`src/rtl/mux_pkg.sv`:
```
// Shared constants and helpers for the N-way registered multiplexer.
// Round-robin arbitration is enabled by defining MUXN_RR_EN.
package mux_pkg;

    localparam int unsigned MUXN_MAX_WAYS = 16;

    // Select width for a given channel count (at least one bit).
    function automatic int unsigned sel_width(input int unsigned ways);
        return (ways <= 1) ? 1 : $clog2(ways);
    endfunction

endpackage

```
`src/rtl/rr_pick.sv`:
```
// Combinational round-robin picker: first requester at or above ptr, wrapping.
// Only built when MUXN_RR_EN is defined; the steered build does not need it.
`ifdef MUXN_RR_EN
module rr_pick
    import mux_pkg::*;
#(
    parameter int unsigned WAYS = 4,
    parameter int unsigned SELW = sel_width(WAYS)
) (
    input  logic [WAYS-1:0] req_i,
    input  logic [SELW-1:0] ptr_i,
    output logic [SELW-1:0] grant_o,
    output logic            any_o
);

    logic [WAYS-1:0] rot_c;
    int unsigned     idx_c;

    // Rotate requests so bit k is the channel k places above ptr.
    assign rot_c = WAYS'({req_i, req_i} >> ptr_i);

    // Take the lowest rotated requester; with no requester the grant rests on ptr.
    always_comb begin
        grant_o = ptr_i;
        any_o   = 1'b0;
        idx_c   = 0;
        for (int unsigned k = 0; k < WAYS; k++) begin
            if (!any_o && rot_c[k]) begin
                any_o = 1'b1;
                idx_c = 32'(ptr_i) + k;
                if (idx_c >= WAYS) begin
                    idx_c = idx_c - WAYS;
                end
                grant_o = SELW'(idx_c);
            end
        end
    end

endmodule
`endif

```
`src/rtl/mux_nway_reg.sv`:
```
// N-way, W-bit registered multiplexer with valid/ready on every channel.
// Grant comes from sel by default; defining MUXN_RR_EN switches to
// round-robin arbitration among valid channels with an internal pointer.
module mux_nway_reg
    import mux_pkg::*;
#(
    parameter int unsigned WIDTH = 32,
    parameter int unsigned WAYS  = 4,
    parameter int unsigned SELW  = sel_width(WAYS)
) (
    input  logic                  clk,
    input  logic                  rst,
    input  logic [WAYS*WIDTH-1:0] in_data,
    input  logic [WAYS-1:0]       in_valid,
    output logic [WAYS-1:0]       in_ready,
    input  logic [SELW-1:0]       sel,
    output logic [WIDTH-1:0]      out_data,
    output logic [SELW-1:0]       out_sel,
    output logic                  out_valid,
    input  logic                  out_ready
);

    logic [WIDTH-1:0] ch_data_c [WAYS];
    logic [WIDTH-1:0] grant_data_c;
    logic [SELW-1:0]  grant_c;
    logic             grant_vld_c;
    logic             grant_ok_c;
    logic             load_c;
    logic             accept_c;

    logic [WIDTH-1:0] out_data_q, out_data_d;
    logic [SELW-1:0]  out_sel_q, out_sel_d;
    logic             out_valid_q, out_valid_d;

    // Unpack channel data into an array.
    for (genvar i = 0; i < WAYS; i++) begin : g_unpack
        assign ch_data_c[i] = in_data[i*WIDTH +: WIDTH];
    end

`ifdef MUXN_RR_EN
    logic [SELW-1:0] ptr_q, ptr_d;
    logic            rr_any_c;

    rr_pick #(
        .WAYS (WAYS),
        .SELW (SELW)
    ) u_rr_pick (
        .req_i   (in_valid),
        .ptr_i   (ptr_q),
        .grant_o (grant_c),
        .any_o   (rr_any_c)
    );

    assign accept_c = !rst && load_c && grant_ok_c && rr_any_c && grant_vld_c;

    // Pointer moves just past the granted channel on every acceptance.
    always_comb begin
        ptr_d = ptr_q;
        if (accept_c) begin
            ptr_d = (32'(grant_c) == WAYS - 1) ? '0 : grant_c + SELW'(1);
        end
    end

    // Round-robin pointer register.
    always_ff @(posedge clk) begin
        if (rst) begin
            ptr_q <= '0;
        end else begin
            ptr_q <= ptr_d;
        end
    end
`else
    assign grant_c  = sel;
    assign accept_c = !rst && load_c && grant_ok_c && grant_vld_c;
`endif

    assign grant_ok_c = (32'(grant_c) < WAYS);
    assign load_c     = !out_valid_q || out_ready;

    // Route the granted channel's data and valid; out-of-range grants read as idle.
    always_comb begin
        grant_data_c = '0;
        grant_vld_c  = 1'b0;
        for (int unsigned i = 0; i < WAYS; i++) begin
            if (grant_c == SELW'(i)) begin
                grant_data_c = ch_data_c[i];
                grant_vld_c  = in_valid[i];
            end
        end
    end

    // At most one ready bit, only when the stage can load and not in reset.
    always_comb begin
        in_ready = '0;
        if (!rst && load_c && grant_ok_c) begin
            in_ready = WAYS'(1) << grant_c;
        end
    end

    // Output register next state: refill on accept, drain when idle, hold on stall.
    always_comb begin
        out_data_d  = out_data_q;
        out_sel_d   = out_sel_q;
        out_valid_d = out_valid_q;
        if (load_c) begin
            out_valid_d = accept_c;
            if (accept_c) begin
                out_data_d = grant_data_c;
                out_sel_d  = grant_c;
            end
        end
    end

    // Output register.
    always_ff @(posedge clk) begin
        if (rst) begin
            out_data_q  <= '0;
            out_sel_q   <= '0;
            out_valid_q <= 1'b0;
        end else begin
            out_data_q  <= out_data_d;
            out_sel_q   <= out_sel_d;
            out_valid_q <= out_valid_d;
        end
    end

    assign out_data  = out_data_q;
    assign out_sel   = out_sel_q;
    assign out_valid = out_valid_q;

endmodule

```
`config.mk`:
```
export PLATFORM = sky130hd
export DESIGN_NAME = mux_nway_reg
export DESIGN_NICKNAME = d
export VERILOG_FILES = /design/src/rtl/mux_pkg.sv /design/src/rtl/rr_pick.sv /design/src/rtl/mux_nway_reg.sv
export SDC_FILE = /design/constraint.sdc
export NUM_CORES = 1
export LEC_CHECK = 0
export BUFFER_PORTS_ARGS = -buffer_cell sky130_fd_sc_hd__clkbuf_2
export CAP_MARGIN = 20
export CELL_PAD_IN_SITES_DETAIL_PLACEMENT = 1
export CELL_PAD_IN_SITES_GLOBAL_PLACEMENT = 2
export CORE_MARGIN = 3
export CORE_UTILIZATION = 23
export DETAILED_ROUTE_END_ITERATION = 7
export GPL_TIMING_DRIVEN = 0
export PLACE_DENSITY_LB_ADDON = 0.15
export RECOVER_POWER = 100
export SLEW_MARGIN = 15
export SYNTH_ARGS = -nofsm -noshare
export SYNTH_HDL_FRONTEND = slang
export SYNTH_SLANG_ARGS = --single-unit
```
`constraint.sdc`:
```
create_clock -name clk -period 1.4 [get_ports clk]
set_input_delay 0.07 -clock clk [delete_from_list [all_inputs] [get_ports clk]]
set_output_delay 0.07 -clock clk [all_outputs]
set_load 0.03 [all_outputs]
```
-- Word level (Yosys, flattened, before mapping)
Index checks and enable logic that the tools add are counted.
- register bits: 35
- equality and inequality tests: 3
- shifts and indexed selects: 1
- multiplexer cells: 9
- reductions and logical operators: 7
- operators by type and width (cell ; number):
    $mux 32 ; 4
    $eq 2x2->1 const B ; 2
    $mux 1 ; 4
    $mux 4 ; 1
    $shl 1x2->4 const A ; 1
    $eq 2x1->1 const B ; 1
    $logic_and 1x1->1 ; 2
    $logic_not 1->1 ; 2
    $logic_not 2->1 ; 1
    $reduce_and 2->1 ; 1
    $logic_or 1x1->1 ; 1

-- Logic depth before layout (Yosys ltp)
Gate-level depths: netlist of the first run.
- word-level depth: 7
- depth in mapped cells: 6
- gate-level depth less buffers: 3

-- Worst setup path before layout of the first run
OpenSTA, ideal clock, no wires.
- path type: register to output
- start: reg out_valid_q, in the netlist out_valid
- end: out in_ready[2]
- arrival time: 1427 ps
- path slack: -97 ps
- cell stages (with the launch flop): 5
- buffers on the path: 2
- cells stage by stage: dfxtp_1 nand2b_1 clkbuf_1 clkbuf_1 and4b_1
- word-level cells in the longest chain between the ends: 4
- RTL lines (element ; line ; RTL):
    from (decl) ; mux_nway_reg.sv:33 ; logic out_valid_q, out_valid_d;
    from (signal assigned) ; mux_nway_reg.sv:123 ; out_valid_q <= out_valid_d;
    $logic_not 1->1 ; mux_nway_reg.sv:78 ; assign load_c = !out_valid_q || out_ready;
    $logic_or 1x1->1 ; mux_nway_reg.sv:78 ;
    $logic_and 1x1->1 ; mux_nway_reg.sv:95 ; if (!rst && load_c && grant_ok_c) begin
    $mux 4 ; mux_nway_reg.sv:95 ;
    to (decl) ; mux_nway_reg.sv:15 ; output logic [WAYS-1:0] in_ready,
No other way between the ends.

-- Worst setup path in the final report of the first run
- start: reg out_valid_q, in the netlist out_valid
- end: out in_ready[3]
Same word-level chain as after synthesis.

==> impl_metrics.prom, run 1 <==
# TYPE chip_impl_metric gauge
chip_impl_info{name="final_cell_mix",value="140 x sky130_fd_sc_hd__clkbuf_2, 47 x sky130_fd_sc_hd__clkbuf_1"} 1
chip_impl_metric{name="worstSkewPairLatency",unit="ns"} 0.29
chip_impl_metric{name="cp_data_required_time",unit="ns"} 1.33
chip_impl_metric{name="yosys_warnings",unit=""} 0
chip_impl_metric{name="die_x",unit="um"} 111
chip_impl_metric{name="achievable_frequency",unit="GHz"} 0.736
chip_impl_metric{name="dr_total_vias",unit=""} 2792
chip_impl_metric{name="core_area",unit="mm2"} 0.0106
chip_impl_metric{name="final_hold_viol_count",unit=""} 0
chip_impl_metric{name="maxSlewViolCount",unit=""} 0
chip_impl_metric{name="sequential_cell_area",unit="um2"} 702
chip_impl_metric{name="detail_route.first_pass.iterations",unit=""} 4
chip_impl_metric{name="grt.total_usage",unit="%"} 15.2
chip_impl_metric{name="fillCellCount",unit=""} 1316
chip_impl_metric{name="synth.yosys.seq_area_share",unit="%"} 27.4
chip_impl_metric{name="worst_path_largest_cell_delay",unit="ns"} 0.36
chip_impl_metric{name="max-slew-margin-rel",unit="%"} 54.3
chip_impl_metric{name="grt_max_degree",unit=""} 12
chip_impl_metric{name="cp_max_fo",unit=""} 10
chip_impl_metric{name="globalRouteOverflowTotal",unit=""} 0
chip_impl_metric{name="viasPerCell",unit=""} 4.93
chip_impl_metric{name="p_leak",unit="nW"} 1.52
chip_impl_metric{name="finalWorstPathRequiredPeriod",unit="ns"} 1.36
chip_impl_metric{name="postSynthAreaPerCell",unit="um2"} 10.3
chip_impl_metric{name="power_density",unit="mW/mm2"} 836
chip_impl_metric{name="fin_nets",unit=""} 566
chip_impl_info{name="worst_hold_path_type",value="input port to flop"} 1
chip_impl_info{name="worst_path_max_delay_cell",value="sky130_fd_sc_hd__dfxtp_2"} 1
chip_impl_metric{name="pre_cts_ws",unit="ns"} -0.281
chip_impl_metric{name="ys_seq_elements",unit=""} 35
chip_impl_info{name="status",value="complete, no violations"} 1
chip_impl_metric{name="worst-endpoint-arrival",unit="ns"} 1.29
chip_impl_metric{name="standard_cell_area_after_detailed_placement",unit="mm2"} 0.00360
chip_impl_metric{name="number_of_distinct_library_cell_variants_in_the_gate_level_netlist_after_synthesis",unit=""} 19
chip_impl_metric{name="clock-sinks",unit=""} 35
chip_impl_metric{name="first_global_vias",unit=""} 3071
chip_impl_metric{name="insertedDiodeCount",unit=""} 0
chip_impl_metric{name="cts-buffers-inserted",unit=""} 5
chip_impl_metric{name="critical_path.n_buffers_inverters",unit=""} 2
chip_impl_metric{name="place_hpwl",unit="um"} 7760
chip_impl_metric{name="remaining_drc_errors",unit=""} 0
chip_impl_metric{name="syn_inst",unit=""} 249
chip_impl_metric{name="place.gp.congestion",unit=""} 0.730
chip_impl_metric{name="first_pass_grt_wire_length",unit="um"} 15300
chip_impl_metric{name="syn2layout_area_growth",unit="%"} 44.5
chip_impl_metric{name="layout_worst_path_cycle_share",unit="%"} 97.0
chip_impl_info{name="setup_repair_after_global_routing_missed_its_margin",value="true"} 1
chip_impl_metric{name="utilization",unit="%"} 35.0
chip_impl_metric{name="detail_route.wirelength",unit="um"} 9620
chip_impl_metric{name="syn-cell-area",unit="mm2"} 0.00256
chip_impl_info{name="most_common_cell_after_layout_fill_and_taps_aside",value="sky130_fd_sc_hd__clkbuf_2"} 1
chip_impl_metric{name="post-route-worst-setup-slack",unit="ns"} 0.0420
chip_impl_metric{name="clk_transition_reported_paths",unit="ns"} 0.07
chip_impl_info{name="tritoncts",value="done"} 1
chip_impl_metric{name="first_iter_violations",unit=""} 95
chip_impl_metric{name="finClkSkew",unit="ns"} 0.00726
chip_impl_info{name="cts_root_buf",value="sky130_fd_sc_hd__clkbuf_8"} 1
chip_impl_metric{name="top_level_ports",unit=""} 176
chip_impl_info{name="cp-start-kind",value="flop"} 1
chip_impl_metric{name="design_area",unit="mm2"} 0.00369
chip_impl_metric{name="initial_core_util",unit="%"} 24.2
chip_impl_metric{name="cts_buffer_depth",unit=""} 2
chip_impl_metric{name="ir_drop",unit="mV"} 0.319
chip_impl_info{name="setup.worst_path.class",value="flop to primary output"} 1
chip_impl_metric{name="synth_nets",unit=""} 386
chip_impl_metric{name="finalPower",unit="W"} 0.00309
chip_impl_metric{name="drive_gt1_share",unit="%"} 50.9
chip_impl_info{name="worst_path_dominant_cell_family",value="flip-flops"} 1
chip_impl_metric{name="multiInputGateArea",unit="mm2"} 0.00153
chip_impl_metric{name="cts-htree-levels",unit=""} 2
chip_impl_metric{name="floorplan.die_area",unit="mm2"} 0.0124
chip_impl_metric{name="final_antenna_net_count",unit=""} 0
chip_impl_metric{name="maxCapViolations",unit=""} 0
chip_impl_metric{name="setup-violations-final",unit=""} 0
chip_impl_metric{name="rows",unit=""} 37
chip_impl_metric{name="drt-wirelength-per-cell",unit="um"} 17.0
chip_impl_info{name="cells_along_the_critical_path",value="nand2b_4 -> clkbuf_8 -> and4_2 -> buf_4"} 1
chip_impl_metric{name="chipHeight",unit="um"} 111
chip_impl_metric{name="antenna_found_initial",unit=""} 0
chip_impl_metric{name="timing_worst_slew_pin_value",unit="ns"} 0.685
chip_impl_info{name="timing.critical_path.to_type",value="primary output"} 1
chip_impl_metric{name="port_buffers",unit=""} 173
## final timing paths
| path | start | end | slack, ns | depth (start not counted) |
|---|---|---|---|---|
| worst max-delay path | out_valid$_SDFFE_PP0N_ | in_ready[3] | 0.04 | 4 |
| worst max register to register | out_valid$_SDFFE_PP0N_ | out_data[25]$_SDFFE_PP0P_ | 0.10 | 4 |
| worst min register to register | out_data[30]$_SDFFE_PP0P_ | out_data[30]$_SDFFE_PP0P_ | 0.54 | 3 |
| worst min-delay path | rst | out_data[12]$_SDFFE_PP0P_ | 0.12 | 2 |
## stage by stage
step / hold slack, ns / TNS (ns) / instances
global route: 0.134 / -0.0155 / 566
detailed placement: 0.411 / -7.56 / 558
global placement: 0.397 / -6.84 / 558
floorplan: 0.332 / -0.0129 / 249
CTS: 0.0973 / 0 / 568
finish: 0.117 / 0 / 566
## cells by family (layout without fill, tap and decap cells)
logic type,after synthesis,count (layout),synth area share [%]
DFF,35,35,27.4
AOI/OAI and AO/OA,69,69,20.6
buffers and inverters,70,251,12.5
and+or+nand+nor,41,41,9.99
muxes,34,34,29.5
## cell usage after synthesis, drive strengths merged
cell,n,area [um2]
inv,36,135
a21oi,35,228
dfxtp,35,701
a31o,34,298
nand4,34,213
mux4,33,743
clkbuf,19,71.3
buf,15,114
nor2,2,7.51
and3,1,6.26
and4,1,8.76
and4b,1,10.0
mux2,1,11.3
nand2,1,3.75
nand2b,1,6.26
## layout make-up
class / count / area share [%]
repair buffers: 176 / 23.1
clock buffers: 6 / 2.24
inverters: 36 / 3.66
plain buffers: 31 / 4.95
multi-input cells: 144 / 41.5
well taps: 136 / 4.61
clock inverters: 2 / 0.949
flip-flops and latches: 35 / 19.0
## power by group
| part | switching [W] | internal [W] | total (W) |
|---|---|---|---|
| logic | 0.000557 | 0.000467 | 0.00102 |
| registers | 0.0000324 | 0.00106 | 0.00110 |
| clock network | 0.000392 | 0.000577 | 0.000969 |
## state kept, by name (all words and copies together), names as in the netlist
signal     cells
out_sel        2
out_valid      1
out_data      32
## layer usage
metal,wire length (um),GRT usage [%],part of all wire [%]
met5,0,0,0
met1,4090,17.9,42
met2,4850,27.9,50
met4,72,2.92,0.75
met3,604,3.70,6.3
## what timing repair did
action / CTS / global route
setup buffers: 3 / 0
resized for setup: 8 / 7
hold buffers: 0 / 0
setup endpoints to repair: 38 / 13
(Power assumes the default switching activity.)
==> run 2: changes to the inputs <==
--- a/config.mk
+++ b/config.mk
@@ -14,7 +14,7 @@
 export DETAILED_ROUTE_END_ITERATION = 7
 export GPL_TIMING_DRIVEN = 0
 export PLACE_DENSITY_LB_ADDON = 0.15
-export RECOVER_POWER = 100
+export RECOVER_POWER = 25
 export SLEW_MARGIN = 15
 export SYNTH_ARGS = -nofsm -noshare
 export SYNTH_HDL_FRONTEND = slang
==> impl_metrics.prom, run 2 (synthesis gave the netlist of run 1 again) <==
# TYPE chip_impl_metric gauge
chip_impl_metric{name="fillCellCount",unit=""} 1306
chip_impl_metric{name="cp_data_required_time",unit="ns"} 1.33
chip_impl_info{name="setup.worst_path.class",value="flop to primary output"} 1
chip_impl_metric{name="maxCapViolations",unit=""} 0
chip_impl_metric{name="viasPerCell",unit=""} 4.91
chip_impl_metric{name="final_hold_viol_count",unit=""} 0
chip_impl_metric{name="post-route-worst-setup-slack",unit="ns"} 0.0404
chip_impl_metric{name="clk_transition_reported_paths",unit="ns"} 0.07
chip_impl_metric{name="port_buffers",unit=""} 173
chip_impl_metric{name="design_area",unit="mm2"} 0.00374
chip_impl_metric{name="drive_gt1_share",unit="%"} 55.8
chip_impl_metric{name="drt-wirelength-per-cell",unit="um"} 16.9
chip_impl_metric{name="cp_max_fo",unit=""} 10
chip_impl_metric{name="detail_route.wirelength",unit="um"} 9590
chip_impl_metric{name="maxSlewViolCount",unit=""} 0
chip_impl_metric{name="fin_nets",unit=""} 566
chip_impl_metric{name="initial_core_util",unit="%"} 24.2
chip_impl_metric{name="cts-htree-levels",unit=""} 2
chip_impl_info{name="setup_repair_after_global_routing_missed_its_margin",value="true"} 1
chip_impl_metric{name="chipHeight",unit="um"} 111
chip_impl_info{name="critical_path.reg2reg.startpoint",value="out_valid$_SDFFE_PP0N_"} 1
chip_impl_metric{name="multiInputGateArea",unit="mm2"} 0.00155
chip_impl_metric{name="rows",unit=""} 37
chip_impl_metric{name="globalRouteOverflowTotal",unit=""} 0
chip_impl_metric{name="remaining_drc_errors",unit=""} 0
chip_impl_metric{name="cts_buffer_depth",unit=""} 2
chip_impl_metric{name="finalWorstPathRequiredPeriod",unit="ns"} 1.36
chip_impl_metric{name="timing_worst_slew_pin_value",unit="ns"} 0.765
chip_impl_metric{name="largest_register_ff_count",unit=""} 32
chip_impl_info{name="final_cell_mix",value="154 x sky130_fd_sc_hd__clkbuf_2, 34 x sky130_fd_sc_hd__nand4_1, 34 x sky130_fd_sc_hd__inv_1, 34 x sky130_fd_sc_hd__a31o_1, 34 x sky130_fd_sc_hd__dfxtp_1"} 1
chip_impl_metric{name="place_hpwl",unit="um"} 7760
chip_impl_info{name="worst_hold_path_type",value="input port to flop"} 1
chip_impl_metric{name="layout_worst_path_cycle_share",unit="%"} 97.1
chip_impl_metric{name="pre_cts_ws",unit="ns"} -0.281
chip_impl_info{name="status",value="complete, no violations"} 1
chip_impl_metric{name="power_density",unit="mW/mm2"} 831
chip_impl_metric{name="max-slew-margin-rel",unit="%"} 49.0
chip_impl_info{name="worst_setup_path_startpoint",value="out_valid$_SDFFE_PP0N_"} 1
chip_impl_info{name="tritoncts",value="done"} 1
chip_impl_metric{name="achievable_frequency",unit="GHz"} 0.736
chip_impl_metric{name="p_leak",unit="nW"} 1.58
chip_impl_info{name="most_common_cell_after_layout_fill_and_taps_aside",value="sky130_fd_sc_hd__clkbuf_2"} 1
chip_impl_metric{name="antenna_found_initial",unit=""} 0
chip_impl_metric{name="place.gp.congestion",unit=""} 0.730
chip_impl_metric{name="insertedDiodeCount",unit=""} 0
chip_impl_metric{name="worstSkewPairLatency",unit="ns"} 0.29
chip_impl_info{name="cts_root_buf",value="sky130_fd_sc_hd__clkbuf_8"} 1
chip_impl_metric{name="finClkSkew",unit="ns"} 0.00656
chip_impl_metric{name="finalPower",unit="W"} 0.00311
chip_impl_info{name="cp-start-kind",value="flop"} 1
chip_impl_metric{name="top_level_ports",unit=""} 176
chip_impl_metric{name="hold_buffers",unit=""} 0
chip_impl_metric{name="clock-sinks",unit=""} 35
chip_impl_metric{name="ir_drop",unit="mV"} 0.317
chip_impl_metric{name="first_iter_violations",unit=""} 102
chip_impl_metric{name="sequential_cell_area",unit="um2"} 702
chip_impl_metric{name="final_antenna_net_count",unit=""} 0
chip_impl_info{name="min-delay-start",value="rst"} 1
chip_impl_metric{name="core_area",unit="mm2"} 0.0106
chip_impl_metric{name="utilization",unit="%"} 35.4
chip_impl_metric{name="cts-buffers-inserted",unit=""} 5
chip_impl_metric{name="standard_cell_area_after_detailed_placement",unit="mm2"} 0.00360
chip_impl_metric{name="syn2layout_area_growth",unit="%"} 46.2
chip_impl_metric{name="grt.total_usage",unit="%"} 15.2
chip_impl_metric{name="dr_total_vias",unit=""} 2777
chip_impl_metric{name="detail_route.first_pass.iterations",unit=""} 4
chip_impl_info{name="timing.critical_path.to_type",value="primary output"} 1
chip_impl_metric{name="grt_max_degree",unit=""} 12
chip_impl_metric{name="floorplan.die_area",unit="mm2"} 0.0124
chip_impl_metric{name="setup-violations-final",unit=""} 0
chip_impl_metric{name="first_global_vias",unit=""} 3071
chip_impl_metric{name="worst-endpoint-arrival",unit="ns"} 1.29
chip_impl_metric{name="first_pass_grt_wire_length",unit="um"} 15300
chip_impl_metric{name="die_x",unit="um"} 111
-- run 2: layout make-up --
type	instances	area share [%]
timing repair buffer	176	23.4
clock inverter	2	0.938
multi-input combinational	144	41.4
clock buffer	6	2.21
inverter	36	3.62
sequential	35	18.8
tap	136	4.55
buffer	31	5.06
-- run 2: power by group --
| group | leakage [nW] | total [W] | switching (W) | internal [W] |
|---|---|---|---|---|
| clock network | 0.0612 | 0.000967 | 0.000390 | 0.000577 |
| registers | 0.286 | 0.00110 | 0.0000328 | 0.00106 |
| logic | 1.23 | 0.00104 | 0.000561 | 0.000481 |
| total | 1.58 | 0.00311 | 0.000984 | 0.00212 |
-- run 2: final timing paths --
kind         depth (start not counted)                        end  slack [ns]
min                                  2  out_data[12]$_SDFFE_PP0P_        0.10
max                                  4                in_ready[3]        0.04
min reg2reg                          3  out_data[30]$_SDFFE_PP0P_        0.54
max reg2reg                          4  out_data[24]$_SDFFE_PP0P_        0.11
-- run 2: what timing repair did --
item / 4_1_cts / 5_1_grt
endpoints found under the setup margin: 38 / 13
gates resized for setup: 8 / 7
pin swaps: 0 / 0
cloned: 0 / 0
setup buffers: 3 / 0
-- run 2: critical path, cell delays in order, from the launching register on --
cell and delay (ns):
sky130_fd_sc_hd__dfxtp_2 0.36, sky130_fd_sc_hd__nand2b_4 0.08, sky130_fd_sc_hd__clkbuf_8 0.17, sky130_fd_sc_hd__and4_2 0.23, sky130_fd_sc_hd__buf_4 0.16
-- run 2: metrics by stage --
stage / hold WS, ns / setup TNS [ns] / std cells
6_report: 0.101 / 0 / 566
5_1_grt: 0.116 / -0.0155 / 566
4_1_cts: 0.0973 / 0 / 568
3_5_place_dp: 0.411 / -7.56 / 558
3_3_place_gp: 0.397 / -6.84 / 558
2_1_floorplan: 0.332 / -0.0129 / 249
-- run 2: metal layers --
metal / routed length (um) / share of wire, % / track usage [%]
met4: 78 / 0.81 / 2.92
met2: 4840 / 50 / 27.9
met3: 597 / 6.2 / 3.70
met1: 4070 / 42 / 17.9
met5: 0 / 0 / 0
